--- src/rtl/instr_loader.sv ---
// instr_loader: boot-time program loader for the 16-bit CPU core.
// Accepts a byte stream (16-bit big-endian word count, then big-endian
// instruction words) over a valid/ready handshake. Each complete word is
// written to instruction memory at ascending addresses. The core is held in
// pc_reset until the whole program has been written.
module instr_loader #(
    parameter int DEPTH   = 256,
    parameter int ADDR_W  = 8,
    parameter int TIMEOUT = 1000
) (
    input  logic              clk,
    input  logic              reset_n,
    input  logic              start,
    input  logic [7:0]        byte_in,
    input  logic              byte_valid,
    output logic              byte_ready,
    output logic [15:0]       instruction_in,
    output logic              load_instruction,
    output logic [ADDR_W-1:0] load_addr,
    output logic              pc_reset,
    output logic              load_done,
    output logic              load_err,
    output logic [15:0]       loaded_count
);

    typedef enum logic [2:0] {
        S_IDLE   = 3'd0,
        S_CNT_HI = 3'd1,
        S_CNT_LO = 3'd2,
        S_INS_HI = 3'd3,
        S_INS_LO = 3'd4,
        S_WRITE  = 3'd5,
        S_RUN    = 3'd6,
        S_ERR    = 3'd7
    } state_t;

    // The idle counter must be able to hold TIMEOUT-1.
    localparam int                TMO_W    = (TIMEOUT > 1) ? $clog2(TIMEOUT) : 1;
    localparam logic [TMO_W-1:0]  TMO_LAST = TMO_W'(TIMEOUT - 1);
    localparam logic [15:0]       DEPTH16  = 16'(DEPTH);

    // Registered state and outputs.
    state_t             state_q,            state_d;
    logic [15:0]        count_q,            count_d;
    logic [7:0]         word_hi_q,          word_hi_d;
    logic [ADDR_W-1:0]  index_q,            index_d;
    logic [TMO_W-1:0]   tmo_q,              tmo_d;
    logic [15:0]        instr_q,            instr_d;
    logic               load_instruction_q, load_instruction_d;
    logic [ADDR_W-1:0]  load_addr_q,        load_addr_d;
    logic [15:0]        loaded_count_q,     loaded_count_d;
    logic               byte_ready_q,       byte_ready_d;
    logic               pc_reset_q,         pc_reset_d;
    logic               load_done_q,        load_done_d;
    logic               load_err_q,         load_err_d;

    // Helper terms shared by several states.
    logic               xfer;
    logic [15:0]        cnt_full;
    logic [15:0]        idx_inc;
    logic               tmo_expired;
    logic [TMO_W-1:0]   tmo_inc;

    // byte_ready_q mirrors the state register, so the handshake never
    // depends combinationally on byte_valid.
    assign xfer        = byte_valid && byte_ready_q;
    assign cnt_full    = {count_q[15:8], byte_in};
    assign idx_inc     = 16'(index_q) + 16'd1;
    assign tmo_expired = (tmo_q >= TMO_LAST);
    assign tmo_inc     = tmo_q + {{(TMO_W-1){1'b0}}, 1'b1};

    // Next-state, datapath and output decode for the load sequence.
    always_comb begin
        state_d            = state_q;
        count_d            = count_q;
        word_hi_d          = word_hi_q;
        index_d            = index_q;
        tmo_d              = tmo_q;
        instr_d            = instr_q;
        load_addr_d        = load_addr_q;
        loaded_count_d     = loaded_count_q;
        load_instruction_d = 1'b0;

        case (state_q)
            S_IDLE, S_RUN, S_ERR: begin
                if (start) begin
                    state_d        = S_CNT_HI;
                    index_d        = '0;
                    loaded_count_d = '0;
                    tmo_d          = '0;
                end
            end
            S_CNT_HI: begin
                // No timeout before the first byte of a transfer.
                tmo_d = '0;
                if (xfer) begin
                    count_d[15:8] = byte_in;
                    state_d       = S_CNT_LO;
                end
            end
            S_CNT_LO: begin
                if (xfer) begin
                    count_d = cnt_full;
                    tmo_d   = '0;
                    if (cnt_full == 16'd0) begin
                        state_d = S_RUN;
                    end else if (cnt_full > DEPTH16) begin
                        state_d = S_ERR;
                    end else begin
                        state_d = S_INS_HI;
                    end
                end else if (tmo_expired) begin
                    state_d = S_ERR;
                    tmo_d   = '0;
                end else begin
                    tmo_d = tmo_inc;
                end
            end
            S_INS_HI: begin
                if (xfer) begin
                    word_hi_d = byte_in;
                    tmo_d     = '0;
                    state_d   = S_INS_LO;
                end else if (tmo_expired) begin
                    state_d = S_ERR;
                    tmo_d   = '0;
                end else begin
                    tmo_d = tmo_inc;
                end
            end
            S_INS_LO: begin
                if (xfer) begin
                    // Stage the write so the strobe is a clean register
                    // output during the WRITE cycle.
                    instr_d            = {word_hi_q, byte_in};
                    load_addr_d        = index_q;
                    load_instruction_d = 1'b1;
                    tmo_d              = '0;
                    state_d            = S_WRITE;
                end else if (tmo_expired) begin
                    state_d = S_ERR;
                    tmo_d   = '0;
                end else begin
                    tmo_d = tmo_inc;
                end
            end
            S_WRITE: begin
                loaded_count_d = idx_inc;
                tmo_d          = '0;
                if (idx_inc == count_q) begin
                    state_d = S_RUN;
                end else begin
                    index_d = idx_inc[ADDR_W-1:0];
                    state_d = S_INS_HI;
                end
            end
            default: begin
                state_d = S_IDLE;
            end
        endcase

        // Status outputs are decoded from the next state and registered,
        // so they line up exactly with the state register.
        byte_ready_d = (state_d == S_CNT_HI) || (state_d == S_CNT_LO) ||
                       (state_d == S_INS_HI) || (state_d == S_INS_LO);
        pc_reset_d   = (state_d != S_RUN);
        load_done_d  = (state_d == S_RUN);
        load_err_d   = (state_d == S_ERR);
    end

    // State and output registers with synchronous active-low reset.
    always_ff @(posedge clk) begin
        if (!reset_n) begin
            state_q            <= S_IDLE;
            count_q            <= '0;
            word_hi_q          <= '0;
            index_q            <= '0;
            tmo_q              <= '0;
            instr_q            <= '0;
            load_instruction_q <= 1'b0;
            load_addr_q        <= '0;
            loaded_count_q     <= '0;
            byte_ready_q       <= 1'b0;
            pc_reset_q         <= 1'b1;
            load_done_q        <= 1'b0;
            load_err_q         <= 1'b0;
        end else begin
            state_q            <= state_d;
            count_q            <= count_d;
            word_hi_q          <= word_hi_d;
            index_q            <= index_d;
            tmo_q              <= tmo_d;
            instr_q            <= instr_d;
            load_instruction_q <= load_instruction_d;
            load_addr_q        <= load_addr_d;
            loaded_count_q     <= loaded_count_d;
            byte_ready_q       <= byte_ready_d;
            pc_reset_q         <= pc_reset_d;
            load_done_q        <= load_done_d;
            load_err_q         <= load_err_d;
        end
    end

    assign byte_ready       = byte_ready_q;
    assign instruction_in   = instr_q;
    assign load_instruction = load_instruction_q;
    assign load_addr        = load_addr_q;
    assign pc_reset         = pc_reset_q;
    assign load_done        = load_done_q;
    assign load_err         = load_err_q;
    assign loaded_count     = loaded_count_q;

endmodule

--- config.mk ---
export PLATFORM = sky130hd
export DESIGN_NAME = instr_loader
export DESIGN_NICKNAME = d
export VERILOG_FILES = /design/src/rtl/instr_loader.sv
export SDC_FILE = /design/constraint.sdc
export NUM_CORES = 1
export LEC_CHECK = 0
export CAP_MARGIN = 0
export CORE_MARGIN = 4
export CORE_UTILIZATION = 58
export DETAILED_ROUTE_END_ITERATION = 8
export GPL_TIMING_DRIVEN = 0
export PLACE_DENSITY = 0.87
export REMOVE_ABC_BUFFERS = 1
export SKIP_LAST_GASP = 1
export SYNTH_ARGS = -nofsm -noshare
export SYNTH_HDL_FRONTEND = slang
export SYNTH_SLANG_ARGS = --single-unit
--- constraint.sdc ---
create_clock -name clk -period 4.5 [get_ports clk]
set_input_delay 1.35 -clock clk [delete_from_list [all_inputs] [get_ports clk]]
set_output_delay 1.35 -clock clk [all_outputs]
set_load 0.02 [all_outputs]
==> load_flow_metrics.sql, run 1 <==
INSERT INTO impl_metrics (metric_group, metric, value, unit) VALUES
('cells_and_area', 'drive_gt1_frac', '0.0605', ''),
('synth', 'syn_area', '3840', 'sq um'),
('synth', 'synth.ff_latch_count', '83', ''),
('status', 'run_status', 'completed', ''),
('grt', 'grt_util_met3', '0.0590', ''),
('drt', 'detail-route-antenna-nets', '0', ''),
('timing', 'setup_viol_count_final', '0', ''),
('synth', 'top_area_cell_type_share_of_the_netlist_area', '0.432', ''),
('cells_and_area', 'final_net_count', '505', ''),
('setup_path', 'rr_endpoint', 'pc_reset$_SDFF_PN1_', ''),
('floorplan', 'placement_rows', '29', ''),
('power', 'power_consumption', '1.36', 'mW'),
('power', 'power.leakage', '1.57', 'nW'),
('synth', 'synthTopCellsByArea', 'sky130_fd_sc_hd__dfxtp_1 43%, sky130_fd_sc_hd__nand2_1 7.4%, sky130_fd_sc_hd__mux2i_1 6.8%, sky130_fd_sc_hd__nor2_1 5.8%, sky130_fd_sc_hd__a21oi_1 4.6%', ''),
('setup_path', 'critPathMaxFanout', '5', ''),
('grt', 'grt_first_pass_wirelength', '14600', 'um'),
('floorplan', 'chipHeight', '89.4', 'um'),
('clock_tree', 'clock-root-buffer', 'sky130_fd_sc_hd__clkbuf_8', ''),
('synth', 'ys_seq_area_frac', '0.432', ''),
('floorplan', 'start_util', '0.602', ''),
('synth', 'netlist_instances', '456', ''),
('floorplan', 'design.portCount', '57', ''),
('power', 'irDropWorstVdd', '0.000238', 'V'),
('clock_tree', 'cts_hold_buf', '0', ''),
('setup_path', 'arrival_time_at_the_worst_endpoint', '3.75', 'ns'),
('cells_and_area', 'flow.area_growth_from_synthesis', '17.2', '%'),
('setup_path', 'setup.worst_path.end_class', 'flop', ''),
('synth', 'synth-async-reset-ratio', '0', ''),
('setup_path', 'timing_worst_setup_path_type', 'in -> reg', ''),
('min_path', 'min_path_cells', '2', ''),
('clock_tree', 'clock_tree.buffer_depth', '2', ''),
('timing', 'timing.fmax', '0.284', 'GHz'),
('min_path', 'hold_path.class', 'reg -> reg', ''),
('drt', 'first_pass_iteration_count_of_the_detailed_router', '4', ''),
('clock_tree', 'clk_transition_reported_paths', '0.08', 'ns'),
('timing', 'timing.max_slew.rel_slack', '0.188', ''),
('clock_tree', 'tritoncts.num_buffers', '9', ''),
('floorplan', 'die_area', '7990', 'sq um'),
('drt', 'average_wire_length_per_cell_after_detail_routing', '15.5', 'um'),
('timing', 'rsz0062_at_grt', 'no', ''),
('cells_and_area', 'nFillCells', '509', ''),
('drt', 'dr.first_iter.drc_count', '174', ''),
('synth', 'synth_flop_cell', 'sky130_fd_sc_hd__dfxtp_1', ''),
('timing', 'worst_slew_pin_tran', '1.21', 'ns'),
('floorplan', 'die_w', '89.4', 'um'),
('timing', 'timing.final.hold_violations', '0', ''),
('drt', 'vias_per_std_cell', '5.87', ''),
('grt', 'grt_start_max_net_pins', '71', ''),
('setup_path', 'timing.reg2reg.worst_path_depth', '8', ''),
('drt', 'vias', '3366', ''),
('timing', 'maxSlewViolCount', '0', ''),
('clock_tree', 'cts_repair_resize_count', '0', ''),
('setup_path', 'setup.worst_path.end', 'pc_reset$_SDFF_PN1_', ''),
('synth', 'synthesized_area_per_cell', '8.43', 'sq um'),
('grt', 'global_route.usage.met2', '0.392', ''),
('grt', 'globalRouteTotalUtil', '0.233', ''),
('timing', 'sum_of_negative_setup_slack', '0', 'ns'),
('clock_tree', 'htreeDepth', '3', ''),
('clock_tree', 'post_cts_setup_bufs', '0', ''),
('placement', 'gp_congestion', '0.949', ''),
('clock_tree', 'clock-sinks', '83', ''),
('grt', 'globalRoute.totalOverflow', '0', ''),
('power', 'power.density', '302', 'nW/um^2'),
('drt', 'finalWirelength', '8900', 'um'),
('clock_tree', 'cts_tree', 'done', ''),
('floorplan', 'core-area', '6390', 'sq um'),
('drt', 'drcViolationCount', '0', ''),
('grt', 'grt_antenna_before_repair', '0', ''),
('setup_path', 'r2r_slack', '1.15', 'ns'),
('clock_tree', 'worstSkewPairLatency', '0.35', 'ns'),
('synth', 'yosysUniqueCellTypes', '62', '');
-- state kept, by name, indices dropped and copies added (netlist names) --
register and flops:
tmo_q 10, count_q 16, load_err 1, word_hi_q 8
state_q 3, byte_ready 1, index_q 8, loaded_count 9
pc_reset 1, load_instruction 1, instruction_in 16, load_done 1
load_addr 8
-- final cells by class --
type	count	area [sq um]	area share
repair buffers	50	505	0.112
multi-input cells	339	2020	0.448
clock buffers	11	131	0.0292
well taps	77	96.3	0.0214
inverters	8	30.0	0.00667
flip-flops and latches	83	1660	0.369
clock inverters	5	61.3	0.0136
-- power breakdown --
part	total [mW]	internal (mW)	switching [mW]
combinational	0.0835	0.0282	0.0552
sequential	0.747	0.738	0.00826
clock	0.530	0.259	0.272
-- metal layers --
metal,routed length [um],vias up
li1,-,1668
met1,3820,1577
met2,4420,106
met3,528,15
met4,131,0
met5,0,-
-- layout by cell type, fill, tap and decap left out, drive strengths merged, types with 6 or more instances in the layout --
cell type,n
conb,7
o21ai,6
inv,9
a22oi,9
nand3,14
or4,9
a31oi,10
dfxtp,83
a21oi,35
xnor2,7
mux2i,26
nand2,76
clkdlybuf4s50,49
nor2,59
clkbuf,11
xor2,10
nor3,7
o211ai,7
-- worst max-delay path: stages --
cell,delay [ns]
sky130_fd_sc_hd__clkdlybuf4s50_1,0.52
sky130_fd_sc_hd__or4_1,0.58
sky130_fd_sc_hd__nor4_1,0.28
sky130_fd_sc_hd__a31oi_1,0.15
sky130_fd_sc_hd__o32ai_2,0.39
sky130_fd_sc_hd__a22oi_2,0.10
sky130_fd_sc_hd__or3_1,0.38
-- worst min-delay path by stage --
stage	from	endpoint	slack, ns
detailed placement	instruction_in[2]$_SDFFE_PN0P_	instruction_in[2]$_SDFFE_PN0P_	0.45
floorplan	tmo_q[9]$_SDFFE_PN0P_	tmo_q[9]$_SDFFE_PN0P_	0.43
CTS	word_hi_q[4]$_SDFFE_PN0P_	instruction_in[12]$_SDFFE_PN0P_	0.45
global route	load_addr[7]$_SDFFE_PN0P_	load_addr[7]$_SDFFE_PN0P_	0.47
finish	load_addr[4]$_SDFFE_PN0P_	load_addr[4]$_SDFFE_PN0P_	0.45
global placement	word_hi_q[0]$_SDFFE_PN0P_	instruction_in[8]$_SDFFE_PN0P_	0.44
-- stage by stage --
step            util  worst slack, ns  hold WS (ns)  std cells  area, sq um
5_1_grt        0.705            0.909         0.471        573         4500
3_3_place_gp   0.671           0.0115         0.438        556         4290
3_5_place_dp   0.675            0.663         0.446        557         4310
2_1_floorplan      -             1.38         0.430        430         3700
4_1_cts        0.705             1.04         0.451        573         4500
6_report       0.705            0.983         0.455        573         4500
-- kinds of logic (layout without fill, tap and decap cells) --
logic type               count (synthesis)  after routing  synth area share
flip-flops                              83             83             0.432
XOR/XNOR                                17             17            0.0407
other                                    1              7          0.000976
buffers and inverters                   40             74            0.0514
adder cells (fa/ha/maj)                  2              2           0.00651
multiplexers                            27             27            0.0706
AND/OR/NAND/NOR                        198            198             0.244
AO/OA/AOI/OAI                           88             88             0.153
Power figures use the tool's default switching activity.
==> run 2: changes to the inputs <==
- CORE_UTILIZATION: 58 -> 54
- PLACE_DENSITY: 0.87 -> 0.82
- clock period: 4.5 -> 3.4 ns (I/O delays scaled with it)
==> run 2 against run 1 <==
Effect of this change:
- combinational power rose by 31%
- non-clock buffer count is the same
- critical path depth rose by 1
- highest routed layer unchanged
- sequential share of layout area fell by 0.29 points
- clock skew increased by 0.00089 ns
- clock power grew 35%
- flip-flop and latch count unchanged
- hold slack improved by 0.0014 ns
- via count shrank 1.6%
==> load_flow_metrics.sql, run 2 (synthesis gave the netlist of run 1 again) <==
INSERT INTO impl_metrics (metric_group, metric, value, unit) VALUES
('cells_and_area', 'nFillCells', '594', ''),
('drt', 'detail-route-antenna-nets', '0', ''),
('cells_and_area', 'flow.area_growth_from_synthesis', '18.1', '%'),
('placement', 'gp_congestion', '0.914', ''),
('power', 'power.leakage', '1.58', 'nW'),
('drt', 'finalWirelength', '8550', 'um'),
('clock_tree', 'clock-sinks', '83', ''),
('cells_and_area', 'antenna_cells_inserted', '0', ''),
('flow_run', 'cap_violations', '0', ''),
('grt', 'grt_start_max_net_pins', '71', ''),
('grt', 'globalRoute.totalOverflow', '0', ''),
('min_path', 'hold_path.class', 'reg -> reg', ''),
('cells_and_area', 'final_net_count', '505', ''),
('timing', 'timing.max_slew.rel_slack', '0.235', ''),
('power', 'power_consumption', '1.81', 'mW'),
('drt', 'vias', '3311', ''),
('drt', 'average_wire_length_per_cell_after_detail_routing', '14.4', 'um'),
('placement', 'preCtsSetupSlack', '-0.0677', 'ns'),
('power', 'irDropWorstVdd', '0.000299', 'V'),
('clock_tree', 'clock-root-buffer', 'sky130_fd_sc_hd__clkbuf_8', ''),
('drt', 'dr.first_iter.drc_count', '176', ''),
('power', 'power.density', '399', 'nW/um^2'),
('timing', 'setup_viol_count_final', '0', ''),
('drt', 'vias_per_std_cell', '5.59', ''),
('grt', 'grt_first_pass_wirelength', '14500', 'um'),
('clock_tree', 'worstSkewPairLatency', '0.36', 'ns'),
('cells_and_area', 'most-common-layout-cells', '83 x sky130_fd_sc_hd__dfxtp_1, 76 x sky130_fd_sc_hd__nand2_1, 59 x sky130_fd_sc_hd__nor2_1', ''),
('floorplan', 'design.portCount', '57', ''),
('cells_and_area', 'drive_gt1_frac', '0.0645', ''),
('floorplan', 'core-area', '6870', 'sq um'),
('floorplan', 'start_util', '0.560', ''),
('timing', 'finalCriticalPeriod', '3.11', 'ns'),
('timing', 'timing.final.hold_violations', '0', ''),
('clock_tree', 'htreeDepth', '3', ''),
('timing', 'fin_crit_sh', '0.913', ''),
('grt', 'first_global_vias', '3142', ''),
('grt', 'grt_antenna_before_repair', '0', ''),
('setup_path', 'arrival_time_at_the_worst_endpoint', '3.35', 'ns'),
('drt', 'drcViolationCount', '0', ''),
('timing', 'timing.fmax', '0.322', 'GHz'),
('clock_tree', 'post_cts_setup_bufs', '0', ''),
('timing', 'worst_slew_pin_tran', '1.14', 'ns'),
('setup_path', 'critical_path_start_type', 'input pin', ''),
('clock_tree', 'clk_transition_reported_paths', '0.09', 'ns'),
('setup_path', 'critPathMaxFanout', '5', ''),
('cells_and_area', 'final_common_cell', 'sky130_fd_sc_hd__dfxtp_1', ''),
('timing', 'fin_skew', '0.00869', 'ns'),
('setup_path', 'timing_worst_setup_path_type', 'in -> reg', ''),
('floorplan', 'die_w', '92.4', 'um'),
('floorplan', 'chipHeight', '92.4', 'um'),
('timing', 'final_critical_path_setup_slack', '0.295', 'ns'),
('floorplan', 'placement_rows', '30', ''),
('setup_path', 'setup.worst_path.end_class', 'flop', ''),
('grt', 'globalRouteTotalUtil', '0.206', ''),
('timing', 'rsz0062_at_grt', 'no', ''),
('setup_path', 'cp.required', '3.64', 'ns'),
('drt', 'first_pass_iteration_count_of_the_detailed_router', '4', ''),
('setup_path', 'r2r_slack', '0.30', 'ns'),
('placement', 'portBuffers', '49', ''),
('clock_tree', 'clock_tree.buffer_depth', '2', ''),
('status', 'run_status', 'completed', ''),
('floorplan', 'die_area', '8530', 'sq um'),
('clock_tree', 'tritoncts.num_buffers', '9', ''),
('timing', 'sum_of_negative_setup_slack', '0', 'ns'),
('clock_tree', 'cts_tree', 'done', ''),
('placement', 'hpwlAfterDp', '5940', 'um'),
('timing', 'maxSlewViolCount', '0', '');
-- run 2: cell types whose count changed in the layout (fill, tap and decap cells not counted), sizes merged --
cell / delta
inv: +1
clkbuf: -2
clkinv: +4
clkinvlp: -3
-- run 2: timing repair --
action / 4_1_cts / 5_1_grt
resized for setup: 0 / 1
setup endpoints to repair: 0 / 1
hold buffers: 0 / 0
-- run 2: cell type report --
cell class / instances / area [sq um] / share of cell area
clock buffer: 9 / 124 / 0.0273
clock inverter: 7 / 75.1 / 0.0165
inverter: 8 / 30.0 / 0.00661
multi-input combinational: 339 / 2020 / 0.446
sequential: 83 / 1660 / 0.366
tap: 96 / 120 / 0.0265
timing repair buffer: 50 / 505 / 0.111
-- run 2: metal layers --
metal,wire length (um),part of all wire,vias to the layer above,GRT usage
met1,3900,0.46,1576,0.261
met3,305,0.036,16,0.0357
li1,-,-,1652,-
met2,4180,0.49,67,0.348
met5,0,0,-,0
met4,164,0.019,0,0.0804
-- run 2: critical path, cell delays in order --
cell and delay [ns]:
sky130_fd_sc_hd__clkdlybuf4s50_1 0.51, sky130_fd_sc_hd__or4_1 0.60, sky130_fd_sc_hd__nor2_1 0.14, sky130_fd_sc_hd__xor2_1 0.16, sky130_fd_sc_hd__nor2_1 0.07, sky130_fd_sc_hd__o32ai_1 0.34, sky130_fd_sc_hd__a221oi_2 0.12, sky130_fd_sc_hd__or3_1 0.39
-- run 2: path summary, 6_finish.rpt --
path,startpoint,to,depth (start not counted)
hold reg to reg,instruction_in[6]$_SDFFE_PN0P_,instruction_in[6]$_SDFFE_PN0P_,2
setup / recovery,byte_in[3],pc_reset$_SDFF_PN1_,8
hold / removal,instruction_in[6]$_SDFFE_PN0P_,instruction_in[6]$_SDFFE_PN0P_,2
setup reg to reg,index_q[0]$_SDFFE_PN0P_,pc_reset$_SDFF_PN1_,8
-- run 2: through the flow --
stage                     hold WS [ns]  cell area [sq um]  utilization  instances
after global routing             0.480               4540        0.661        592
after CTS                        0.457               4530        0.659        592
after floorplan                  0.430               3700            -        430
final                            0.456               4540        0.661        592
after global placement           0.441               4310        0.627        575
after detailed placement         0.445               4330        0.630        576
-- run 2: where the power goes --
group	switching [mW]	internal [mW]	total (mW)
logic	0.0712	0.0374	0.109
registers	0.0109	0.977	0.988
clock network	0.373	0.344	0.717
total	0.455	1.36	1.81
==> run 3: changes to the inputs <==
- CORE_UTILIZATION: 54 -> 63
- DONT_BUFFER_PORTS: unset -> 1
- GPL_ROUTABILITY_DRIVEN: unset -> 0
- PLACE_DENSITY: 0.82 -> 0.81
- RECOVER_POWER: unset -> 50
==> run 3 against run 2 <==
Effect of this change:
- clock skew shrank 0.0029 ns
- worst setup slack gained 0.11 ns
- clock power shrank 0.6%
- flip-flop and latch count unchanged
- register-to-register slack improved by 0.10 ns
- final cell count is 12% lower
- via count down 5.9%
- count of clock-buffer cells in the layout increased by 2
- non-clock buffer count fell by 49
- core utilization is 1.8 points higher
- sequential power barely moved
- critical path type is now reg -> reg
- largest cell class unchanged
==> load_flow_metrics.sql, run 3 (synthesis gave the netlist of run 1 again) <==
INSERT INTO impl_metrics (metric_group, metric, value, unit) VALUES
('placement', 'hpwlAfterDp', '5510', 'um'),
('flow_run', 'cap_violations', '0', ''),
('clock_tree', 'cts_tree', 'done', ''),
('cells_and_area', 'final_common_cell', 'sky130_fd_sc_hd__dfxtp_1', ''),
('setup_path', 'critPathMaxStageDelay', '0.49', 'ns'),
('placement', 'portBuffers', '0', ''),
('status', 'run_status', 'completed', ''),
('cells_and_area', 'fin_area', '4020', 'sq um'),
('clock_tree', 'clock-sinks', '83', ''),
('timing', 'final_critical_path_setup_slack', '0.401', 'ns'),
('timing', 'finalCriticalPeriod', '3.00', 'ns'),
('clock_tree', 'clk_transition_reported_paths', '0.08', 'ns'),
('drt', 'met2RoutedLength', '3850', 'um'),
('cells_and_area', 'post_layout_nonfiller_instances', '521', ''),
('power', 'power.leakage', '1.40', 'nW'),
('drt', 'finalWirelength', '8030', 'um'),
('cells_and_area', 'flow.area_growth_from_synthesis', '4.59', '%'),
('timing', 'timing.fmax', '0.333', 'GHz'),
('floorplan', 'placement_rows', '28', ''),
('drt', 'average_wire_length_per_cell_after_detail_routing', '15.4', 'um'),
('setup_path', 'critical_path_start_type', 'flop', ''),
('clock_tree', 'cts_repair_resize_count', '0', ''),
('grt', 'globalRouteTotalUtil', '0.233', ''),
('power', 'irDropWorstVdd', '0.000302', 'V'),
('timing', 'maxSlewViolCount', '0', ''),
('drt', 'routed.top_layer', 'met4', ''),
('setup_path', 'cp_common_cell', 'sky130_fd_sc_hd__nand3_1', ''),
('setup_path', 'worst_path_max_delay_cell', 'sky130_fd_sc_hd__dfxtp_1', ''),
('floorplan', 'design.portCount', '57', ''),
('floorplan', 'chipHeight', '86.1', 'um'),
('setup_path', 'worstPathCellList', 'ha_1 > nand3_1 > o21ai_1 > nand3_1 > a2111o_1 > nor3_4 > a221oi_2 > or3_1', ''),
('floorplan', 'die_w', '86.1', 'um'),
('setup_path', 'setup.worst_path.end_class', 'flop', ''),
('min_path', 'hold_path.class', 'reg -> reg', ''),
('timing', 'rsz0062_at_grt', 'no', ''),
('setup_path', 'cp.required', '3.64', 'ns'),
('drt', 'vias_per_std_cell', '5.98', ''),
('timing', 'setup_viol_count_final', '0', ''),
('placement', 'placed_area', '3810', 'sq um'),
('cells_and_area', 'antenna_cells_inserted', '0', ''),
('grt', 'grt_first_pass_wirelength', '13800', 'um'),
('drt', 'detail-route-antenna-nets', '0', ''),
('timing', 'timing.final.hold_violations', '0', ''),
('grt', 'globalRoute.totalOverflow', '0', ''),
('drt', 'drcViolationCount', '0', ''),
('grt', 'first_global_vias', '2944', ''),
('cells_and_area', 'final_net_count', '456', ''),
('drt', 'met1Wirelength', '3550', 'um'),
('cells_and_area', 'drive_gt1_frac', '0.0650', ''),
('power', 'power.density', '444', 'nW/um^2'),
('floorplan', 'core-area', '5920', 'sq um'),
('clock_tree', 'tritoncts.num_buffers', '9', ''),
('drt', 'first_pass_iteration_count_of_the_detailed_router', '4', ''),
('clock_tree', 'post_cts_setup_bufs', '0', ''),
('timing', 'fin_worst_hold_slack', '0.461', 'ns'),
('timing', 'fin_crit_sh', '0.882', ''),
('clock_tree', 'htreeDepth', '3', ''),
('timing', 'timing.max_slew.rel_slack', '0.0716', ''),
('drt', 'dr_wl_met3', '451', 'um'),
('clock_tree', 'clock-root-buffer', 'sky130_fd_sc_hd__clkbuf_8', ''),
('setup_path', 'arrival_time_at_the_worst_endpoint', '3.24', 'ns'),
('drt', 'dr.first_iter.drc_count', '213', ''),
('placement', 'placed_cells_incl_taps', '506', ''),
('clock_tree', 'cts_hold_buf', '0', ''),
('placement', 'preCtsSetupSlack', '0.184', 'ns'),
('setup_path', 'critPathMaxFanout', '14', ''),
('grt', 'grt_start_max_net_pins', '71', ''),
('timing', 'fin_skew', '0.00579', 'ns'),
('timing', 'worst_slew_pin_tran', '1.39', 'ns'),
('floorplan', 'die_area', '7410', 'sq um'),
('clock_tree', 'worstSkewPairLatency', '0.36', 'ns'),
('grt', 'grt_antenna_before_repair', '0', ''),
('floorplan', 'start_util', '0.649', ''),
('cells_and_area', 'most-common-layout-cells', '83 x sky130_fd_sc_hd__dfxtp_1, 76 x sky130_fd_sc_hd__nand2_1, 59 x sky130_fd_sc_hd__nor2_1', ''),
('power', 'power_consumption', '1.78', 'mW'),
('drt', 'vias', '3117', ''),
('setup_path', 'timing_worst_setup_path_type', 'reg -> reg', ''),
('clock_tree', 'clock_tree.buffer_depth', '2', '');
-- run 3: changes by cell type in the layout (fill, tap and decap cells not counted), moves of 2 or more --
cell,change
sky130_fd_sc_hd__clkdlybuf4s50_1,-49
sky130_fd_sc_hd__clkbuf_8,+2
sky130_fd_sc_hd__clkinv_4,-2
sky130_fd_sc_hd__clkinvlp_4,+2
sky130_fd_sc_hd__inv_6,-2
-- run 3: path summary, 6_finish.rpt --
check	slack (ns)	depth (start not counted)	from	end
max	0.40	8	index_q[0]$_SDFFE_PN0P_	pc_reset$_SDFF_PN1_
min	0.46	2	word_hi_q[5]$_SDFFE_PN0P_	instruction_in[13]$_SDFFE_PN0P_
max reg2reg	0.40	8	index_q[0]$_SDFFE_PN0P_	pc_reset$_SDFF_PN1_
min reg2reg	0.46	2	word_hi_q[5]$_SDFFE_PN0P_	instruction_in[13]$_SDFFE_PN0P_
-- run 3: layout make-up --
type / instances / area [sq um]
clock buffer: 11 / 151
sequential: 83 / 1660
clock inverter: 4 / 50.0
fill: 498 / 1900
timing repair buffer: 1 / 15.0
multi-input combinational: 339 / 2020
inverter: 8 / 30.0
tap: 75 / 93.8
-- run 3: worst max-delay path, delay by kind of cell, from the launching register on --
family | cells | cell delay, ns
simple gates | 4 | 1.18
compound gates | 3 | 0.87
flops | 1 | 0.49
fa+ha+maj | 1 | 0.36
-- run 3: report_power, final --
group          switching, mW  internal, mW  total, mW  leakage, nW
logic                 0.0572        0.0234     0.0806        0.633
registers             0.0123         0.977      0.990        0.669
clock network          0.339         0.374      0.713       0.0974
-- run 3: stage by stage --
step / TNS, ns / utilization
floorplan: 0 / -
global placement: -3.67 / 0.641
detailed placement: 0 / 0.644
CTS: 0 / 0.678
global route: 0 / 0.679
finish: 0 / 0.679
-- run 3: layer usage --
layer,GRT usage,up-vias
met5,0,-
met4,0.0820,0
met3,0.0778,20
met2,0.384,81
met1,0.285,1458
li1,-,1558
